## src/rtl/protein_tarayici.sv

```systemverilog
// Streaming protein scanner: opens a protein on a start codon, counts codons and match
// score, closes on a stop codon or length limit and reports each protein via valid/ready.
module protein_tarayici #(
  parameter int                 KODON_W      = 6,
  parameter int                 UZUNLUK_W    = 10,
  parameter int                 PUAN_W       = 16,
  parameter int                 MAX_UZUNLUK  = 1000,
  parameter int                 ESLESME_PUAN = 1,
  parameter logic [KODON_W-1:0] BASLANGIC    = 6'b000110,
  parameter logic [KODON_W-1:0] BITIS0       = 6'b011000,
  parameter logic [KODON_W-1:0] BITIS1       = 6'b010000,
  parameter logic [KODON_W-1:0] BITIS2       = 6'b010010
) (
  input  logic                 clk,
  input  logic                 rst_n,
  input  logic [KODON_W-1:0]   kodon1,
  input  logic [KODON_W-1:0]   kodon2,
  input  logic                 kodon_gecerli,
  output logic                 kodon_hazir,
  output logic                 sonuc_gecerli,
  input  logic                 sonuc_hazir,
  output logic [PUAN_W-1:0]    puan,
  output logic [UZUNLUK_W-1:0] uzunluk,
  output logic                 neden,
  output logic                 doygun,
  output logic [7:0]           protein_sayisi
);

  typedef enum logic [1:0] {
    BEKLE = 2'd0,
    OKU   = 2'd1,
    SONUC = 2'd2
  } durum_t;

  durum_t               durum_r, durum_s;
  logic [UZUNLUK_W-1:0] uzunluk_i_r, uzunluk_i_s;
  logic [PUAN_W-1:0]    puan_i_r, puan_i_s;
  logic                 doygun_i_r, doygun_i_s;
  logic                 yukle_s, neden_s;
  logic                 kabul_s, teslim_s, durdur_s, eslesme_s, tasma_s, limit_s;
  logic [PUAN_W:0]      toplam_s;
  logic [PUAN_W-1:0]    yeni_puan_s;
  logic [UZUNLUK_W-1:0] yeni_uzunluk_s;

  logic                 kodon_hazir_r, sonuc_gecerli_r, neden_r, doygun_r;
  logic [PUAN_W-1:0]    puan_r;
  logic [UZUNLUK_W-1:0] uzunluk_r;
  logic [7:0]           sayac_r;

  assign kabul_s   = kodon_gecerli && kodon_hazir_r;
  assign teslim_s  = sonuc_gecerli_r && sonuc_hazir;
  assign durdur_s  = (kodon1 == BITIS0) || (kodon1 == BITIS1) || (kodon1 == BITIS2);
  assign eslesme_s = (kodon1 == kodon2);

  // Saturating score add: the extra top bit flags overflow past 2^PUAN_W-1.
  assign toplam_s       = {1'b0, puan_i_r} + (eslesme_s ? (PUAN_W+1)'(ESLESME_PUAN) : {(PUAN_W+1){1'b0}});
  assign tasma_s        = toplam_s[PUAN_W];
  assign yeni_puan_s    = tasma_s ? {PUAN_W{1'b1}} : toplam_s[PUAN_W-1:0];
  assign yeni_uzunluk_s = uzunluk_i_r + UZUNLUK_W'(1);
  assign limit_s        = (yeni_uzunluk_s == UZUNLUK_W'(MAX_UZUNLUK));

  // Next-state and accumulator update logic.
  always_comb begin
    durum_s     = durum_r;
    uzunluk_i_s = uzunluk_i_r;
    puan_i_s    = puan_i_r;
    doygun_i_s  = doygun_i_r;
    yukle_s     = 1'b0;
    neden_s     = 1'b0;
    case (durum_r)
      BEKLE: begin
        if (kabul_s && (kodon1 == BASLANGIC)) begin
          durum_s     = OKU;
          uzunluk_i_s = {UZUNLUK_W{1'b0}};
          puan_i_s    = {PUAN_W{1'b0}};
          doygun_i_s  = 1'b0;
        end else begin
          durum_s = BEKLE;
        end
      end
      OKU: begin
        if (kabul_s) begin
          if (durdur_s) begin
            durum_s = SONUC;
            yukle_s = 1'b1;
            neden_s = 1'b0;
          end else begin
            uzunluk_i_s = yeni_uzunluk_s;
            puan_i_s    = yeni_puan_s;
            doygun_i_s  = doygun_i_r | tasma_s;
            if (limit_s) begin
              durum_s = SONUC;
              yukle_s = 1'b1;
              neden_s = 1'b1;
            end else begin
              durum_s = OKU;
            end
          end
        end else begin
          durum_s = OKU;
        end
      end
      SONUC: begin
        if (teslim_s) begin
          durum_s = BEKLE;
        end else begin
          durum_s = SONUC;
        end
      end
      default: begin
        durum_s = BEKLE;
      end
    endcase
  end

  // State, accumulators, handshake flags and the held result fields.
  always_ff @(posedge clk or negedge rst_n) begin
    if (!rst_n) begin
      durum_r         <= BEKLE;
      uzunluk_i_r     <= {UZUNLUK_W{1'b0}};
      puan_i_r        <= {PUAN_W{1'b0}};
      doygun_i_r      <= 1'b0;
      kodon_hazir_r   <= 1'b0;
      sonuc_gecerli_r <= 1'b0;
      puan_r          <= {PUAN_W{1'b0}};
      uzunluk_r       <= {UZUNLUK_W{1'b0}};
      neden_r         <= 1'b0;
      doygun_r        <= 1'b0;
      sayac_r         <= 8'd0;
    end else begin
      durum_r         <= durum_s;
      uzunluk_i_r     <= uzunluk_i_s;
      puan_i_r        <= puan_i_s;
      doygun_i_r      <= doygun_i_s;
      kodon_hazir_r   <= (durum_s != SONUC);
      sonuc_gecerli_r <= (durum_s == SONUC);
      if (yukle_s) begin
        puan_r    <= puan_i_s;
        uzunluk_r <= uzunluk_i_s;
        neden_r   <= neden_s;
        doygun_r  <= doygun_i_s;
      end
      if (teslim_s) begin
        sayac_r <= sayac_r + 8'd1;
      end
    end
  end

  assign kodon_hazir    = kodon_hazir_r;
  assign sonuc_gecerli  = sonuc_gecerli_r;
  assign puan           = puan_r;
  assign uzunluk        = uzunluk_r;
  assign neden          = neden_r;
  assign doygun         = doygun_r;
  assign protein_sayisi = sayac_r;

endmodule
```

## config.mk

```make
export PLATFORM = sky130hd
export DESIGN_NAME = protein_tarayici
export DESIGN_NICKNAME = d
export VERILOG_FILES = /design/src/rtl/protein_tarayici.sv
export SDC_FILE = /design/constraint.sdc
export NUM_CORES = 1
export LEC_CHECK = 0
export CORE_ASPECT_RATIO = 1.5
export CORE_UTILIZATION = 51
export CTS_BUF_LIST = sky130_fd_sc_hd__clkbuf_16
export DETAILED_ROUTE_END_ITERATION = 12
export GPL_TIMING_DRIVEN = 1
export PLACE_DENSITY = 0.76
export SYNTH_ARGS = -nofsm -noshare
export SYNTH_HDL_FRONTEND = slang
export SYNTH_SLANG_ARGS = --single-unit
```

## constraint.sdc

```tcl
create_clock -name clk -period 3.5 [get_ports clk]
set_clock_uncertainty 0.05 [all_clocks]
set_input_delay 0.35 -clock clk [delete_from_list [all_inputs] [get_ports clk]]
set_output_delay 0.35 -clock clk [all_outputs]
set_load 0.05 [all_outputs]
```

==> results of run 1 <==
-- sequential cells by signal, indices dropped and copies added, names as in the netlist --
signal          cells
doygun              1
doygun_i_r          1
durum_r             2
kodon_hazir         1
neden               1
protein_sayisi      8
puan               16
puan_i_r           16
sonuc_gecerli       1
uzunluk            10
uzunluk_i_r        10
-- final cells by class --
class                   count  area share
clock inverters             6      0.0115
well taps                  76      0.0219
multi-input cells         232       0.397
repair buffers             56       0.126
clock buffers               9      0.0519
flip-flops and latches     67       0.387
inverters                   5     0.00433
-- metal layers --
layer,track usage,up-vias
met5,0,-
met4,0.155,0
met3,0.0339,20
met2,0.395,83
met1,0.278,1332
li1,-,1283
-- kinds of logic (layout without fill, tap and decap cells) --
kind of cell,Yosys count,after routing,synth area share
AND/OR/NAND/NOR,108,108,0.162
AO/OA/AOI/OAI,74,74,0.159
flip-flops,67,67,0.479
multiplexers,29,29,0.114
XOR/XNOR,16,16,0.0400
buffers and inverters,15,76,0.0289
adder cells (fa/ha/maj),5,5,0.0179
-- synth_stat cells (6+ instances only) --
master,n
a21oi_1,14
a31oi_1,7
dfrtp_1,67
mux2_1,7
mux2_4,20
nand2_1,31
nand3_1,21
nand4_1,8
nor2_1,20
o211ai_1,6
o21ai_0,17
xnor2_1,13
-- final timing paths --
| kind | start | end | slack, ns |
|---|---|---|---|
| max | kodon1[2] | puan[14] | 0.46 |
| max reg2reg | uzunluk_i_r[0] | puan[10] | 0.49 |
| min reg2reg | protein_sayisi[7] | protein_sayisi[7] | 0.42 |
| min in group clk | protein_sayisi[7] | protein_sayisi[7] | 0.42 |
| min | rst_n | doygun | 0.15 |
| max in group asynchronous | rst_n | neden | 2.70 |
-- metrics by stage --
step | setup slack [ns] | area (um^2) | hold slack [ns] | power [uW]
finish | 0.461 | 4340 | 0.150 | 2270
global route | 0.119 | 4340 | 0.251 | 2360
CTS | 0.474 | 4340 | 0.197 | 2280
detailed placement | 0.144 | 4060 | 0.417 | 1430
global placement | 0.289 | 4060 | 0.416 | 1410
floorplan | 1.06 | 3500 | 0.00441 | 1260
-- power by group through the flow --
| stage | clock network (uW) | logic [uW] | registers (uW) |
|---|---|---|---|
| detailed placement | 0 | 500 | 931 |
| finish | 846 | 500 | 923 |
| global placement | 0 | 487 | 926 |
| floorplan | 0 | 254 | 1010 |
| global route | 887 | 540 | 935 |
| CTS | 859 | 501 | 921 |
-- worst reg2reg max path, cell delays in order, from the launching register on --
cell       delay [ns]
dfrtp_1          0.53
ha_1             0.31
nand3_2          0.21
a2111oi_4        0.29
o21ai_2          0.12
a2111oi_4        0.45
o21a_4           0.55
mux2_1           0.38
==> reports/results.tsv, run 1 <==
metric	value	unit
place.gp.congestion	0.878	
p_switching	722	uW
ys_seq_area_frac	0.479	
htreeDepth	3	
clkPwrFrac	0.373	
tightest_slew	0.836	ns
wl	7890	um
slowest_stage	clkdlybuf4s50_1	
cpMostUsedCell	o21ai_0	
irDropWorstVdd	0.329	mV
worstPathRequired	3.67	ns
slew_violations	0	
wl_met3	363	um
slew-limit-headroom	0.443	
setup_violations	0	
syn_avg_cell_area	11.1	um^2
die_h	103	um
syn_nets	335	
powerDensity	523	mW/mm^2
p_leak	0.00186	uW
antenna_found_initial	0	
rr_worst_depth	7	
ys_ff_latch	67	
netlist.top_cell.by_area	dfrtp_1	
grt_max_degree	68	
placementRows	36	
synthDistinctLibCells	57	
drc	0	
final_common_cell	dfrtp_1	
crit_buf_inv	1	
start_util	0.532	
start_kind	input pin	
seqPwrFrac	0.407	
firstDrtPassIters	4	
fin_tns_setup	0	ns
cts_setup_buffers	0	
dieArea	0.00721	mm^2
status	finished clean	
cts_made_buffers	9	
path_depth	11	
cts.clk_slew.worst_paths	0.05	ns
worstPathArrival	3.20	ns
hold_violations	0	
p_int	1550	uW
fin_cells	451	
crit_type	in2reg	
swShare	0.318	
placed_cells	436	
synth_edf_count	0	
num_io_pins	54	
fin_crit	3.04	ns
antennaDiodeCount	0	
min_path_type	in2async	
final_nets	392	
ant_nets	0	
groute.usage.overall	0.233	
core-area	0.00658	mm^2
dp_hpwl	5320	um
area_growth	23.9	%
yosys.area.top_type_share	0.479	
rsz0062_at_grt	no	
yosys-top-cells-area	dfrtp_1, mux2_4, nand2_1	
cts_tree	done	
clockBufferDepth	2	
fin_crit_sh	0.868	
insertion_delay	0.33	ns
cp_max_fo	6	
cts_root_buffer	clkbuf_16	
syn_inst	314	
syn_area	0.00350	mm^2
routedLengthMet1	3350	um
drtIter0Drc	239	
combPwrFrac	0.220	
multi_input_area	0.00172	mm^2
dieWidth	69.7	um
synth-warning-count	0	
cp_top_family	simple AND/OR/NAND/NOR gates	
wl_met2	3950	um
fmax	329	MHz
cts_hold_buffers	0	
endpoint_kind	flip-flop	
final_util	0.659	
postCtsResizedCells	0	
first_global_vias	2685	
cap_violations	0	
top_layer	met4	
layout-drive-gt1-share	0.128	
gr-total-overflow	0	
wire_per_inst	17.5	um
vias	2718	
slowest_delay	0.58	ns
grt_first_pass_wirelength	13000	um
seqCellArea	0.00168	mm^2
ys_async_sr_fraction	1.00	
cts.sinks	67	
ys.flop_type	dfrtp_1	
port-buffer-count	53	
vias_per_cell	6.03	
worstPathCellList	clkdlybuf4s50_1, xnor2_1, nand4_1, nor3_1, ha_1, nand3_1, nor4_2, a31oi_1, o21ai_0, o21ai_0, mux2_1	
layout_common_cells	dfrtp_1, clkdlybuf4s50_1, nand2_1	
fillers	521	
Note: power is estimated with default switching activity, not from simulation.
==> run 2: changes to the inputs <==
Settings changed: SKIP_LAST_GASP set to 1.
==> results of run 2 <==
Final layout, timing and power as in run 1 (identical DEF).
==> run 3: changes to the inputs <==
Settings changed: CTS_CLUSTER_SIZE set to 10.
==> results of run 3 <==
Final layout, timing and power as in run 1 (identical DEF).
